`src/rtl/znmi_mc_if.sv`:
```
// znmi_mc_if: bundle of request-source, Z80 bus and NMI control signals
// around the multi-source NMI controller.
//   master : request sources / Z80 side (drives strobes, requests, bus)
//   slave  : the controller (drives NMI pulse, NOP forcing, page mode)
// Signals:
//   zpos, zneg    Z80 clock rise/fall strobes (fclk domain)
//   int_start     one-fclk pulse at INT start
//   req, src_en   per-source request levels and capture enables
//   clr_nmi       one-fclk pulse, software exit request
//   rfsh_n, m1_n, mreq_n, a   Z80 bus
//   drive_00, in_nmi, gen_nmi, nmi_buf_clr, nmi_src, nmi_pend  controller outputs
interface znmi_mc_if #(
   parameter int NSRC = 4,
   parameter int IDW  = 3
);
   logic            zpos;
   logic            zneg;
   logic            int_start;
   logic [NSRC-1:0] req;
   logic [NSRC-1:0] src_en;
   logic            clr_nmi;
   logic            rfsh_n;
   logic            m1_n;
   logic            mreq_n;
   logic [15:0]     a;
   logic            drive_00;
   logic            in_nmi;
   logic            gen_nmi;
   logic            nmi_buf_clr;
   logic [IDW-1:0]  nmi_src;
   logic [NSRC-1:0] nmi_pend;

   modport master (
      output zpos, zneg, int_start, req, src_en, clr_nmi, rfsh_n, m1_n, mreq_n, a,
      input  drive_00, in_nmi, gen_nmi, nmi_buf_clr, nmi_src, nmi_pend
   );

   modport slave (
      input  zpos, zneg, int_start, req, src_en, clr_nmi, rfsh_n, m1_n, mreq_n, a,
      output drive_00, in_nmi, gen_nmi, nmi_buf_clr, nmi_src, nmi_pend
   );
endinterface

```
`src/rtl/znmi_mc.sv`:
```
// znmi_mc: multi-source NMI controller for the Z80 core.
// Latches rising edges of per-source request lines, arbitrates them by fixed
// priority (lowest index wins), fires immediately or at the next INT start
// depending on IMM_MASK, produces a PULSE_LEN-zpos NMI pulse, forces a NOP on
// the entry fetch and holds NMI page mode until software clears it and
// CLR_RFSH refresh cycles have passed.
// Ports:
//   fclk   system clock
//   rst_n  asynchronous active-low reset
//   bus    znmi_mc_if slave modport (sources, Z80 bus, controller outputs)
module znmi_mc #(
   parameter int              NSRC       = 4,
   parameter logic [NSRC-1:0] IMM_MASK   = 4'b1000,
   parameter int              PULSE_LEN  = 4,
   parameter logic [15:0]     ENTRY_ADDR = 16'h0066,
   parameter int              CLR_RFSH   = 2,
   parameter int              IDW        = 3
) (
   input  logic      fclk,
   input  logic      rst_n,
   znmi_mc_if.slave  bus
);

   typedef enum logic [1:0] {IDLE, ENTRY, ACTIVE, EXIT} state_t;

   state_t          state, state_nxt;

   logic [NSRC-1:0] req_r;
   logic [NSRC-1:0] pend;
   logic [NSRC-1:0] edge_set;
   logic [NSRC-1:0] elig;
   logic [NSRC-1:0] clr_mask;
   logic            any_elig;
   logic [IDW-1:0]  win;
   logic [IDW-1:0]  src_r;

   logic [3:0]      pcnt;
   logic [1:0]      rcnt;

   logic            m1_r, mreq_r, was_m1, was_m1_d, last_entry;
   logic            rfsh_z, rfsh_d, rfsh_fall;
   logic            entry_hit;

   logic            start, rload, rdec;

   // ---------------- request capture ----------------
   // src_en only gates the capture of new edges; already pending bits stay.
   assign edge_set = bus.req & ~req_r & bus.src_en;
   assign clr_mask = start ? ({{(NSRC-1){1'b0}}, 1'b1} << win) : '0;

   always_ff @(posedge fclk or negedge rst_n) begin
      if (!rst_n) begin
         req_r <= '0;
         pend  <= '0;
      end else begin
         req_r <= bus.req;
         // a fresh edge on the winning source in its start cycle is kept
         pend  <= (pend & ~clr_mask) | edge_set;
      end
   end

   // ---------------- arbitration ----------------
   // Non-immediate sources only qualify in an int_start cycle; pend is the
   // registered value, so an edge coinciding with int_start waits a frame.
   always_comb begin
      elig     = pend & (IMM_MASK | {NSRC{bus.int_start}});
      any_elig = |elig;
      win      = '0;
      for (int i = NSRC - 1; i >= 0; i--) begin
         if (elig[i]) win = IDW'(i);
      end
   end

   // ---------------- Z80 bus tracking ----------------
   assign entry_hit = (bus.a == ENTRY_ADDR);
   assign was_m1    = ~(m1_r | mreq_r);
   assign rfsh_fall = rfsh_d & ~rfsh_z;

   always_ff @(posedge fclk or negedge rst_n) begin
      if (!rst_n) begin
         m1_r       <= 1'b0;
         mreq_r     <= 1'b0;
         was_m1_d   <= 1'b0;
         last_entry <= 1'b0;
         rfsh_z     <= 1'b0;
         rfsh_d     <= 1'b0;
      end else begin
         if (bus.zpos) begin
            m1_r   <= bus.m1_n;
            rfsh_z <= bus.rfsh_n;
         end
         if (bus.zneg) mreq_r <= bus.mreq_n;
         rfsh_d   <= rfsh_z;
         was_m1_d <= was_m1;
         // remember whether the most recent opcode fetch was the NMI entry
         if (was_m1 && !was_m1_d) last_entry <= entry_hit;
      end
   end

   // ---------------- FSM ----------------
   always_ff @(posedge fclk or negedge rst_n) begin
      if (!rst_n) state <= IDLE;
      else        state <= state_nxt;
   end

   always_comb begin
      state_nxt = state;
      start     = 1'b0;
      rload     = 1'b0;
      rdec      = 1'b0;
      case (state)
         IDLE: begin
            if (any_elig) begin
               start     = 1'b1;
               state_nxt = ENTRY;
            end
         end
         ENTRY: begin
            // clr_nmi deliberately has no effect until the entry fetch is done
            if (rfsh_fall && last_entry) state_nxt = ACTIVE;
         end
         ACTIVE: begin
            if (bus.clr_nmi) begin
               rload     = 1'b1;
               state_nxt = EXIT;
            end
         end
         EXIT: begin
            if (bus.clr_nmi) begin
               rload = 1'b1;
            end else if (rfsh_fall) begin
               rdec = 1'b1;
               if (rcnt <= 2'd1) state_nxt = IDLE;
            end
         end
         default: state_nxt = IDLE;
      endcase
   end

   // ---------------- counters / source id ----------------
   always_ff @(posedge fclk or negedge rst_n) begin
      if (!rst_n) begin
         pcnt  <= '0;
         rcnt  <= '0;
         src_r <= '0;
      end else begin
         // load beats a coincident zpos so the pulse spans PULSE_LEN full strobes
         if (start)                         pcnt <= 4'(PULSE_LEN);
         else if (bus.zpos && pcnt != 4'd0) pcnt <= pcnt - 4'd1;

         if (rload)     rcnt <= 2'(CLR_RFSH);
         else if (rdec) rcnt <= rcnt - 2'd1;

         if (start) src_r <= win;
      end
   end

   // ---------------- outputs ----------------
   assign bus.gen_nmi     = (pcnt != 4'd0);
   assign bus.in_nmi      = (state == ACTIVE) || (state == EXIT);
   assign bus.drive_00    = (state == ENTRY) && !bus.m1_n && !bus.mreq_n && entry_hit;
   assign bus.nmi_buf_clr = (state == ENTRY) && last_entry;
   assign bus.nmi_src     = src_r;
   assign bus.nmi_pend    = pend;

endmodule

```
`src/flat_wrapper.sv`:
```
// flat-port wrapper written by rule: the top's interface ports become plain ports
module znmi_mc_flat 
#(
   parameter int              NSRC       = 4,
   parameter logic [NSRC-1:0] IMM_MASK   = 4'b1000,
   parameter int              PULSE_LEN  = 4,
   parameter logic [15:0]     ENTRY_ADDR = 16'h0066,
   parameter int              CLR_RFSH   = 2,
   parameter int              IDW        = 3
)
  (fclk, rst_n, bus_zpos, bus_zneg, bus_int_start, bus_req, bus_src_en, bus_clr_nmi, bus_rfsh_n, bus_m1_n, bus_mreq_n, bus_a, bus_drive_00, bus_in_nmi, bus_gen_nmi, bus_nmi_buf_clr, bus_nmi_src, bus_nmi_pend);
  znmi_mc_if #(.NSRC(NSRC), .IDW(IDW)) bus_i ();
  input  logic fclk;
  input  logic rst_n;
  input wire logic [$bits(bus_i.zpos)-1:0] bus_zpos;
  input wire logic [$bits(bus_i.zneg)-1:0] bus_zneg;
  input wire logic [$bits(bus_i.int_start)-1:0] bus_int_start;
  input wire logic [$bits(bus_i.req)-1:0] bus_req;
  input wire logic [$bits(bus_i.src_en)-1:0] bus_src_en;
  input wire logic [$bits(bus_i.clr_nmi)-1:0] bus_clr_nmi;
  input wire logic [$bits(bus_i.rfsh_n)-1:0] bus_rfsh_n;
  input wire logic [$bits(bus_i.m1_n)-1:0] bus_m1_n;
  input wire logic [$bits(bus_i.mreq_n)-1:0] bus_mreq_n;
  input wire logic [$bits(bus_i.a)-1:0] bus_a;
  output wire logic [$bits(bus_i.drive_00)-1:0] bus_drive_00;
  output wire logic [$bits(bus_i.in_nmi)-1:0] bus_in_nmi;
  output wire logic [$bits(bus_i.gen_nmi)-1:0] bus_gen_nmi;
  output wire logic [$bits(bus_i.nmi_buf_clr)-1:0] bus_nmi_buf_clr;
  output wire logic [$bits(bus_i.nmi_src)-1:0] bus_nmi_src;
  output wire logic [$bits(bus_i.nmi_pend)-1:0] bus_nmi_pend;
  assign bus_i.zpos = bus_zpos;
  assign bus_i.zneg = bus_zneg;
  assign bus_i.int_start = bus_int_start;
  assign bus_i.req = bus_req;
  assign bus_i.src_en = bus_src_en;
  assign bus_i.clr_nmi = bus_clr_nmi;
  assign bus_i.rfsh_n = bus_rfsh_n;
  assign bus_i.m1_n = bus_m1_n;
  assign bus_i.mreq_n = bus_mreq_n;
  assign bus_i.a = bus_a;
  assign bus_drive_00 = bus_i.drive_00;
  assign bus_in_nmi = bus_i.in_nmi;
  assign bus_gen_nmi = bus_i.gen_nmi;
  assign bus_nmi_buf_clr = bus_i.nmi_buf_clr;
  assign bus_nmi_src = bus_i.nmi_src;
  assign bus_nmi_pend = bus_i.nmi_pend;
  znmi_mc #(.NSRC(NSRC), .IMM_MASK(IMM_MASK), .PULSE_LEN(PULSE_LEN), .ENTRY_ADDR(ENTRY_ADDR), .CLR_RFSH(CLR_RFSH), .IDW(IDW)) u_core (.fclk(fclk), .rst_n(rst_n), .bus(bus_i));
endmodule
```
`config.mk`:
```
export PLATFORM = sky130hd
export DESIGN_NAME = znmi_mc_flat
export DESIGN_NICKNAME = d
export VERILOG_FILES = /design/src/rtl/znmi_mc_if.sv /design/src/rtl/znmi_mc.sv /design/src/flat_wrapper.sv
export SDC_FILE = /design/constraint.sdc
export NUM_CORES = 1
export LEC_CHECK = 0
export CORE_MARGIN = 2
export CORE_UTILIZATION = 43
export DETAILED_ROUTE_END_ITERATION = 6
export GPL_TIMING_DRIVEN = 0
export PLACE_DENSITY = 0.77
export RECOVER_POWER = 100
export SLEW_MARGIN = 20
export SYNTH_ARGS = -nofsm -noshare
export SYNTH_HDL_FRONTEND = slang
export SYNTH_SLANG_ARGS = --single-unit
```
`constraint.sdc`:
```
create_clock -name fclk -period 2.05 [get_ports fclk]
set_input_delay 0.41 -clock fclk [delete_from_list [all_inputs] [get_ports fclk]]
set_output_delay 0.41 -clock fclk [all_outputs]
set_load 0.03 [all_outputs]
```
**Word level (Yosys, flattened, before mapping)**

Cells that the tools add are included.

- $lt $le $gt $ge: 1
- Shift operators: 1
- Equal/unequal tests: 10
- Multiplexer cells: 23
- $add $sub $neg: 2
- Bitwise operators: 11
- Reductions and logical operators: 18

Operator list:

| kind | count |
|---|---|
| $mux 2 | 12 |
| $and 4x4->4 | 4 |
| $eq 16x7->1 const B | 1 |
| $mux 4 | 3 |
| $ne 2x1->1 const B | 4 |
| $not 4->4 | 2 |
| $pmux 2 s4 | 1 |
| $logic_and 1x1->1 | 7 |
| $mux 1 | 7 |
| $reduce_and 6->1 | 1 |
| $eq 2x2->1 const B | 2 |
| $ne 2x2->1 const B | 2 |
| $or 4x4->4 | 1 |
| $reduce_bool 2->1 | 2 |
| $reduce_bool 4->1 | 1 |
| $reduce_or 4->1 | 1 |
| $shl 1x2->4 const A | 1 |
| $sub 4x1->4 const B | 1 |
| $logic_not 1->1 | 3 |
| $eq 2x1->1 const B | 1 |
| $le 2x1->1 const B | 1 |
| $logic_not 2->1 | 1 |
| $not 1->1 | 2 |
| $reduce_or 2->1 | 1 |
| 4 further kinds | 4 |

- Word-level logic and storage cells: 78
- Register bits: 25
- Output and inout port bits: 11

**Longest topological paths before layout**

Gate-level depths: netlist of the first run.

- Depth in word-level cells: 10
- Mapped depth: 6
- Depth with buffers taken out: 6

**Worst setup path before layout of the first run**

OpenSTA, ideal clock, no wires.

- Kind: input to output
- Start point: input bus_a[9]
- End point: output bus_drive_00
- Path slack: -204 ps
- Arrival: 1844 ps
- Cell stages on the path: 3
- Required time: 1640 ps
- Path buffers: 0
- Cell sequence: nor4_1 > nand4_1 > nor4b_1

- Cells in the longest elaborated chain, start to end: 2

RTL lines:

| element | RTL line | text |
|---|---|---|
| from (decl) | flat_wrapper.sv:24 | `input wire logic [$bits(bus_i.a)-1:0] bus_a;` |
| $eq 16x7->1 | znmi_mc.sv:75 | `assign entry_hit = (bus.a == ENTRY_ADDR);` |
| $logic_and 1x1->1 | znmi_mc.sv:161 | `assign bus.drive_00 = (state == ENTRY) && !bus.m1_n && !bus.mreq_n && entry_hit;` |
| to (decl) | flat_wrapper.sv:25 | `output wire logic [$bits(bus_i.drive_00)-1:0] bus_drive_00;` |

Every way passes these cells.

**Worst setup path in the final report of the first run**

- Start point: input bus_a[10]
- End point: output bus_drive_00

The elaborated chain is that of the path after synthesis.

==> results.json, run 1 <==
{
  "status": "finished, final reports clean",
  "finalSetupViolCount": 0,
  "io_buffers": 42,
  "htreeDepth": 1,
  "cts_tree": "done",
  "worst_skew_pair.late_latency_ns": 0.30,
  "arrival_ns": 1.53,
  "end_kind": "output pin",
  "r2r-start": "u_core.state[0]$_DFFE_PN0P_",
  "maxCapViolCount": 0,
  "r2r_end": "u_core.state[1]$_DFFE_PN0P_",
  "cts_made_buffers": 3,
  "grt.overflow.total": 0,
  "yosys_warnings": 0,
  "grt_pass1_vias": 1016,
  "syn_nets": 148,
  "yosysMostFrequentCell": "dfrtp_1",
  "reg2reg_depth": 5,
  "synth_edf_count": 0,
  "max_freq_mhz": 514,
  "start_util_pct": 44.5,
  "hpwl_um": 1960,
  "fp.dieArea_um2": 3220,
  "worstMarginPinSlew_ns": 1.28,
  "utilization_pct": 64.7,
  "gp_congestion": 0.741,
  "yosys-top-cells-count": "dfrtp_1 (24), nand2_1 (10), inv_1 (8)",
  "diodes": 0,
  "placed_area_um2": 1660,
  "synth_area_um2": 1190,
  "drive_gt1_share_pct": 13.5,
  "antenna_found_initial": 0,
  "slew_viol_final": 0,
  "avgSynthCellArea_um2": 11.0,
  "synth_area_leaders": "dfrtp_1 (50%), ha_1 (6.3%), nand2_1 (3.1%), o21ai_0 (2.9%), mux2_2 (2.8%)",
  "nFillCells": 214,
  "vias": 956,
  "ys_types": 41,
  "fin_crit_sh_pct": 94.9,
  "ioPinCount": 44,
  "synth_top_cell_area_share_pct": 50.3,
  "synthFlopType": "dfrtp_1",
  "syn2layout_area_growth_pct": 45.5,
  "drtPass1Iterations": 4,
  "die_w_um": 56.7,
  "reg2reg_slack_ns": 0.25,
  "grt_pass1_wl_um": 4220,
  "ys_seq_area_share_pct": 50.3,
  "cts.sinks": 24,
  "relSlewSlack_pct": 14.7,
  "required_ns": 1.64,
  "synth-seq-cells": 24,
  "powerDensity_nw_per_um2": 1100,
  "clock_skew_ns": 0.00274,
  "async_flop_share_pct": 100,
  "grt_start_max_net_pins": 25,
  "wl_um": 2470,
  "synth_area_leader_cell": "dfrtp_1",
  "leakagePower_uw": 0.000876,
  "wire_per_inst_um": 13.2,
  "die_y_um": 56.7,
  "grt_util_all_layers_pct": 16.5,
  "syn_inst": 109,
  "finalWorstPathRequiredPeriod_ns": 1.94,
  "final_cell_area_um2": 1740,
  "start_kind": "primary input",
  "critPathKind": "in2out",
  "min_path_type": "in2async",
  "ir_worst_vdd_mv": 0.881,
  "antenna_left": 0,
  "hold_viol_final": 0,
  "clk_path_buf_depth": 2,
  "cts.clk_slew.worst_paths_ns": 0.12,
  "coreArea_um2": 2690,
  "root_buffer": "clkbuf_4",
  "via_per_inst": 5.11,
  "drc_errors": 0,
  "drt-initial-drc-count": 24,
  "fp-row-count": 19,
  "fin_nets": 196,
  "crit_fanout": 2
}
-- final cells by class --
class	instances	area [µm²]	share of cell area [%]
tap	31	38.8	2.23
multi-input combinational	76	583	33.5
buffer	1	7.51	0.432
clock buffer	4	36.3	2.09
inverter	8	30.0	1.73
sequential	24	601	34.5
timing repair buffer	43	443	25.5
-- power by group --
group | internal [µW] | switching [µW]
sequential | 620 | 130
clock | 108 | 130
combinational | 437 | 496
total | 1160 | 756
-- logic make-up after synthesis --
family,after synthesis,synth area share [%]
AND/OR/NAND/NOR,37,17.4
adder cells (fa/ha/maj),6,6.28
other,1,0.314
buffers and inverters,9,3.14
multiplexers,5,5.03
flip-flops,24,50.3
XOR/XNOR,2,1.47
AO/OA/AOI/OAI,25,16.1
-- worst max-delay path, cell delays in order --
cell and delay (ns):
dlymetal6s2s_1 0.13, nor4_2 0.28, nand4_1 0.19, nor4b_2 0.29, buf_2 0.23
-- layout by cell type, fill, tap and decap left out, types with 2 or more instances in the layout --
| cell type | synthesis | routed |
|---|---|---|
| clkbuf_1 | 0 | 2 |
| mux2_2 | 3 | 3 |
| nand3_1 | 2 | 2 |
| dfrtp_1 | 24 | 24 |
| nand2_1 | 10 | 10 |
| nand3b_1 | 2 | 2 |
| clkbuf_4 | 0 | 4 |
| ha_1 | 6 | 6 |
| dlymetal6s2s_1 | 0 | 16 |
| o2bb2ai_1 | 2 | 2 |
| nor2b_1 | 2 | 2 |
| clkdlybuf4s50_1 | 0 | 10 |
| or2_1 | 2 | 2 |
| dlygate4sd3_1 | 0 | 11 |
| inv_1 | 8 | 8 |
| a21oi_1 | 2 | 2 |
| nor2_1 | 6 | 7 |
| buf_4 | 1 | 2 |
| o21ai_0 | 7 | 10 |
| nor4_2 | 0 | 2 |
-- routing by layer --
metal	track usage, %	wire (µm)
met3	3.92	98
met5	0	0
met1	19.8	1000
met2	29.6	1360
met4	3.74	8
-- timing repair --
| item | CTS | global route |
|---|---|---|
| resized for setup | 15 | 27 |
| hold buffers | 0 | 0 |
| pin swaps | 0 | 6 |
| setup endpoints to repair | 4 | 4 |
| setup buffers | 0 | 1 |
-- sequential cells by signal (all words and copies together) (netlist names) --
name	cells
u_core.state	2
u_core.req_r	4
u_core.bus.nmi_src	2
u_core.bus.nmi_pend	4
u_core.rcnt	2
u_core.last_entry	1
u_core.rfsh_d	1
u_core.m1_r	1
u_core.rfsh_z	1
u_core.pcnt	4
u_core.mreq_r	1
u_core.was_m1_d	1
-- how the worst max path moves through the flow --
| stage | cells after the start | to | from | slack, ns |
|---|---|---|---|---|
| floorplan | 3 | bus_drive_00 | bus_a[9] | 0.20 |
| global placement | 5 | bus_drive_00 | bus_a[6] | -0.62 |
| detailed placement | 5 | bus_drive_00 | bus_a[6] | -0.66 |
| CTS | 5 | bus_drive_00 | bus_a[2] | -0.15 |
| global route | 5 | bus_drive_00 | bus_a[10] | -0.01 |
| finish | 5 | bus_drive_00 | bus_a[10] | 0.11 |
-- stage by stage --
stage / cells / power (µW) / setup TNS, ns / hold slack, ns / setup WS, ns
2_1_floorplan: 109 / 1410 / 0 / 0.114 / 0.195
3_3_place_gp: 182 / 1720 / -0.624 / 0.403 / -0.624
3_5_place_dp: 182 / 1760 / -0.661 / 0.410 / -0.661
4_1_cts: 186 / 1980 / -0.154 / 0.427 / -0.154
5_1_grt: 187 / 2090 / -0.0104 / 0.428 / -0.0104
6_report: 187 / 1920 / 0 / 0.349 / 0.106
(Power assumes the default switching activity.)
==> run 2, diff against run 1 <==
--- a/config.mk
+++ b/config.mk
@@ -9,6 +9,7 @@
 export CORE_UTILIZATION = 43
 export DETAILED_ROUTE_END_ITERATION = 6
 export GPL_TIMING_DRIVEN = 0
+export HOLD_SLACK_MARGIN = 0.06
 export PLACE_DENSITY = 0.77
 export RECOVER_POWER = 100
 export SLEW_MARGIN = 20
==> results of run 2 <==
Final layout, timing and power as in run 1 (identical DEF).
